--- src/rtl/qos_pkg.sv ---
// Shared constants and types for the weighted round-robin QoS arbiter.
package qos_pkg;
    localparam int QOS_MAX_Q     = 16;
    localparam int QOS_DEF_CNT_W = 8;

    typedef logic [$clog2(QOS_MAX_Q)-1:0] qos_idx_t;
endpackage

--- src/rtl/qos_rr_pick.sv ---
// Combinational rotating priority encoder: first set bit of elig at or after ptr, wrapping.
module qos_rr_pick #(
    parameter int NUM_Q = 4,
    parameter int IDX_W = $clog2(NUM_Q)
) (
    input  logic [NUM_Q-1:0] elig,
    input  logic [IDX_W-1:0] ptr,
    output logic [NUM_Q-1:0] pick,
    output logic [IDX_W-1:0] idx,
    output logic             found
);
    always_comb begin
        pick  = '0;
        idx   = '0;
        found = 1'b0;
        // First pass covers ptr..NUM_Q-1, second pass the wrapped part 0..ptr-1.
        for (int i = 0; i < NUM_Q; i++) begin
            if (!found && elig[i] && (IDX_W'(i) >= ptr)) begin
                found   = 1'b1;
                pick[i] = 1'b1;
                idx     = IDX_W'(i);
            end
        end
        for (int i = 0; i < NUM_Q; i++) begin
            if (!found && elig[i] && (IDX_W'(i) < ptr)) begin
                found   = 1'b1;
                pick[i] = 1'b1;
                idx     = IDX_W'(i);
            end
        end
    end
endmodule

--- src/rtl/qos_wrr_arb.sv ---
// Weighted round-robin QoS arbiter: per-queue credits, work-conserving reload, registered grant.
module qos_wrr_arb
    import qos_pkg::*;
#(
    parameter int NUM_Q      = 4,
    parameter int CNT_W      = QOS_DEF_CNT_W,
    parameter int INTERLEAVE = 1,
    parameter int IDX_W      = $clog2(NUM_Q)
) (
    input  logic                   clk,
    input  logic                   rst,
    input  logic [NUM_Q-1:0]       req,
    input  logic [NUM_Q*CNT_W-1:0] weight,
    input  logic                   arb_nxt,
    output logic [NUM_Q-1:0]       gnt,
    output logic                   gnt_vld,
    output logic [IDX_W-1:0]       gnt_idx,
    output logic                   round_start
);
    logic [CNT_W-1:0] credit_q [NUM_Q];
    logic [CNT_W-1:0] credit_d [NUM_Q];
    logic [CNT_W-1:0] wt       [NUM_Q];
    logic [IDX_W-1:0] ptr_q, ptr_d;
    logic [NUM_Q-1:0] gnt_q, gnt_d;
    logic [IDX_W-1:0] gnt_idx_q, gnt_idx_d;
    logic             round_start_q, round_start_d;

    logic [NUM_Q-1:0] elig_live, elig_rld;
    logic [NUM_Q-1:0] live_pick, rld_pick;
    logic [IDX_W-1:0] live_idx, rld_idx;
    logic             live_found, rld_found;

    always_comb begin
        for (int i = 0; i < NUM_Q; i++) begin
            wt[i]        = weight[i*CNT_W +: CNT_W];
            elig_live[i] = req[i] && (credit_q[i] != '0);
            elig_rld[i]  = req[i] && (wt[i] != '0);
        end
    end

    qos_rr_pick #(.NUM_Q(NUM_Q), .IDX_W(IDX_W)) u_pick_live (
        .elig (elig_live),
        .ptr  (ptr_q),
        .pick (live_pick),
        .idx  (live_idx),
        .found(live_found)
    );

    // The reload picker sees the credits as they will be right after reload.
    qos_rr_pick #(.NUM_Q(NUM_Q), .IDX_W(IDX_W)) u_pick_rld (
        .elig (elig_rld),
        .ptr  (ptr_q),
        .pick (rld_pick),
        .idx  (rld_idx),
        .found(rld_found)
    );

    always_comb begin
        gnt_d         = gnt_q;
        gnt_idx_d     = gnt_idx_q;
        ptr_d         = ptr_q;
        credit_d      = credit_q;
        round_start_d = 1'b0;
        if (arb_nxt) begin
            if (live_found) begin
                gnt_d     = live_pick;
                gnt_idx_d = live_idx;
                for (int i = 0; i < NUM_Q; i++) begin
                    if (live_pick[i]) credit_d[i] = credit_q[i] - CNT_W'(1);
                end
            end else if (rld_found) begin
                gnt_d         = rld_pick;
                gnt_idx_d     = rld_idx;
                round_start_d = 1'b1;
                for (int i = 0; i < NUM_Q; i++) begin
                    credit_d[i] = rld_pick[i] ? (wt[i] - CNT_W'(1)) : wt[i];
                end
            end else begin
                gnt_d     = '0;
                gnt_idx_d = '0;
            end
            if (live_found || rld_found) begin
                if (INTERLEAVE != 0) begin
                    ptr_d = (gnt_idx_d == IDX_W'(NUM_Q-1)) ? '0 : gnt_idx_d + 1'b1;
                end else begin
                    ptr_d = gnt_idx_d;
                end
            end
        end
    end

    always_ff @(posedge clk) begin
        if (rst) begin
            gnt_q         <= '0;
            gnt_idx_q     <= '0;
            ptr_q         <= '0;
            round_start_q <= 1'b0;
            for (int i = 0; i < NUM_Q; i++) credit_q[i] <= '0;
        end else begin
            gnt_q         <= gnt_d;
            gnt_idx_q     <= gnt_idx_d;
            ptr_q         <= ptr_d;
            round_start_q <= round_start_d;
            credit_q      <= credit_d;
        end
    end

    assign gnt         = gnt_q;
    assign gnt_vld     = |gnt_q;
    assign gnt_idx     = gnt_idx_q;
    assign round_start = round_start_q;
endmodule
--- config.mk ---
export PLATFORM = sky130hd
export DESIGN_NAME = qos_wrr_arb
export DESIGN_NICKNAME = d
export VERILOG_FILES = /design/src/rtl/qos_pkg.sv /design/src/rtl/qos_rr_pick.sv /design/src/rtl/qos_wrr_arb.sv
export SDC_FILE = /design/constraint.sdc
export NUM_CORES = 1
export LEC_CHECK = 0
export ABC_AREA = 1
export CORE_AREA = 2 2 84 86
export DETAILED_ROUTE_END_ITERATION = 10
export DIE_AREA = 0 0 86 88
export GPL_ROUTABILITY_DRIVEN = 0
export GPL_TIMING_DRIVEN = 0
export PLACE_DENSITY = 0.78
export SYNTH_ARGS = -nofsm -noshare
export SYNTH_HDL_FRONTEND = slang
export SYNTH_SLANG_ARGS = --single-unit
--- constraint.sdc ---
create_clock -name clk -period 5.2 [get_ports clk]
set_clock_uncertainty 0.2 [all_clocks]
set_input_delay 1.04 -clock clk [delete_from_list [all_inputs] [get_ports clk]]
set_output_delay 1.04 -clock clk [all_outputs]
set_load 0.02 [all_outputs]
==> qor.csv <==
stage;metric;value;unit
pwr;p_per_area;569;nW/µm²
routing;dr.pass1.iters;5;
run;maxCapViolCount;0;
pwr;vdd_drop_max;379;µV
cells_and_area;nets;756;
logic_synthesis;synth-edff-count;0;
cts;cts.sinks;41;
grt;grt_overflow_total;0;
sta;fin_setup_tns;0;ns
logic_synthesis;synth.top_cell.area_share;0.226;
worst_setup_path;r2r_start;credit_q[24];
cells_and_area;final_util;0.677;
floorplanning;dieArea;7570;µm²
worst_hold_path;hold_start;credit_q[3];
routing;antenna_left;0;
logic_synthesis;synth_flop_cell;dfxtp_1;
grt;grt_pass1_wl;16400;µm
cts;cts_tree;done;
logic_synthesis;async_reset_ff_frac;0;
cells_and_area;final_common_cell;nand2_1;
cts;post_cts_buffers;0;
logic_synthesis;post-synth-top-area-cell;nand2_1;
logic_synthesis;synth_area;3840;µm²
cts;clk_pin_slew;0.08;ns
worst_setup_path;startpoint_type;input pin;
worst_setup_path;crit_required;5.23;ns
floorplanning;num_rows;30;
cells_and_area;area_growth;17.0;%
cells_and_area;multi_input_area;2610;µm²
logic_synthesis;synthCells;655;
routing;route.met3.wl;465;µm
routing;wirelength;9750;µm
place;dp.final_hpwl;7630;µm
sta;timing.final.crit_share;0.685;
cts;ctsResizeCount;0;
cells_and_area;drive_gt1_frac;0.0679;
grt;first_global_vias;3654;
logic_synthesis;syn-num-nets;704;
grt;antenna_found_initial;0;
floorplanning;io_pins;47;
worst_setup_path;end_kind;flop;
sta;hold-worst-slack;0.270;ns
cells_and_area;register_area;821;µm²
worst_setup_path;cp.arrival;3.60;ns
routing;drt_iter0_drc;207;
floorplanning;die-height;88;µm
logic_synthesis;yosysWarnings;0;
pwr;p_leak;2.26;nW
status;status;finished, final reports clean;
place;port_buffers;45;
sta;maxClockFrequency;281;MHz
worst_setup_path;critPathKind;in2reg;
routing;dr_wl_met2;4730;µm
routing;routed.top_layer;met4;
cells_and_area;final_cell_mix;231 x nand2_1, 82 x nor2_1, 77 x inv_1;
sta;grt_setup_unrepaired;no;
cells_and_area;nFillCells;633;
cells_and_area;antenna_cells;0;
sta;fin_crit;3.56;ns
grt;grt_max_degree;13;
logic_synthesis;yosysSeqAreaShare;0.214;
floorplanning;die_w;86;µm
cts;ctsHoldBuffers;0;
logic_synthesis;synthDistinctLibCells;35;
sta;finalMaxSlewViolations;0;
sta;worst_pin_slew;0.671;ns
sta;setup-violations-final;0;
cells_and_area;stdcell_count;787;
routing;wl_met1;4390;µm
sta;slew_headroom;0.548;
cts;cts-htree-levels;2;
worst_hold_path;min_path_type;reg2reg;
routing;viasPerCell;5.16;
place;dp.cells;780;
routing;vias;4057;
routing;remaining_drc_errors;0;
sta;finalHoldViolCount;0;
worst_setup_path;cp_max_fo;10;
cts;clk_latency;0.29;ns
grt;grt.total_usage;0.266;
logic_synthesis;syn_avg_cell_area;5.87;µm²
worst_setup_path;startpoint;weight[16];
floorplanning;initial_utilization;0.578;
routing;wire_per_inst;12.4;µm
cts;cts_root_buf;clkbuf_8;
cts;max-clock-path-buffers;2;
logic_synthesis;synth_seq_cells;41;
cts;cts_buffers;5;
logic_synthesis;synth.area.top_cells;nand2_1 23%, dfxtp_1 21%, xor2_1 8.2%;
floorplanning;coreArea;6640;µm²
-- cell families (layout without fill, tap and decap cells) --
kind of cell | after synthesis | in the layout | synth area share
AND/OR/NAND/NOR | 402 | 402 | 0.454
buffers and inverters | 97 | 149 | 0.108
AO/OA/AOI/OAI | 58 | 58 | 0.0850
XOR/XNOR | 47 | 47 | 0.107
flip-flops | 41 | 41 | 0.214
adder cells (fa/ha/maj) | 10 | 10 | 0.0326
-- stage by stage --
step	power (mW)	instance area [µm²]	setup slack, ns
global placement	2.25	4390	1.43
global route	2.85	4500	1.43
detailed placement	2.30	4390	1.39
floorplan	1.91	3840	2.28
finish	2.56	4500	1.64
CTS	2.55	4500	1.67
-- power by group --
| part | switching (mW) | internal, mW | leakage, nW |
|---|---|---|---|
| clock network | 0.111 | 0.140 | 0.0540 |
| logic | 1.13 | 0.694 | 1.87 |
| registers | 0.0731 | 0.417 | 0.336 |
| total | 1.31 | 1.25 | 2.26 |
-- cell usage after synthesis (5+ instances only) --
library cell,count
dfxtp_1,41
nand2_1,231
buf_6,5
nand4_1,10
nand3_1,45
inv_1,77
nor2_1,82
xnor2_1,11
clkbuf_1,5
xor2_1,36
a21oi_1,25
ha_1,10
nor3_1,9
o21ai_0,21
o21ai_1,5
-- per-layer routing --
layer | up-vias | global-route usage
li1 | 2138 | -
met4 | 0 | 0.0722
met1 | 1807 | 0.341
met5 | - | 0
met2 | 92 | 0.471
met3 | 20 | 0.0330
-- critical path: stages --
cell and delay (ns):
clkdlybuf4s50_1 0.42, inv_1 0.12, ha_1 0.22, inv_1 0.06
nor2_2 0.13, nand2_1 0.14, nand3_1 0.16, nand3_2 0.11
nor2_4 0.15, nand4_2 0.32, nand2_2 0.31, nand2_1 0.08
a21oi_1 0.17, nor2_1 0.07, nor2_1 0.09
-- worst paths after layout --
path / end / slack [ns] / cells after the start
hold reg to reg: credit_q[3] / 0.27 / 2
setup reg to reg: gnt[1] / 2.59 / 15
hold / removal: credit_q[3] / 0.27 / 2
setup / recovery: credit_q[15] / 1.64 / 15
-- cell type report --
type / instances / area share
buffer: 16 / 0.0248
clock buffer: 5 / 0.0153
clock inverter: 2 / 0.00779
inverter: 81 / 0.0676
multi-input combinational: 517 / 0.580
sequential: 41 / 0.183
tap: 80 / 0.0223
timing repair buffer: 45 / 0.100
-- flip-flops by register name, indices dropped and copies added (netlist names) --
| name | count |
|---|---|
| ptr_q | 2 |
| gnt | 4 |
| gnt_idx | 2 |
| credit_q | 32 |
| round_start | 1 |
Power figures use the tool's default switching activity.
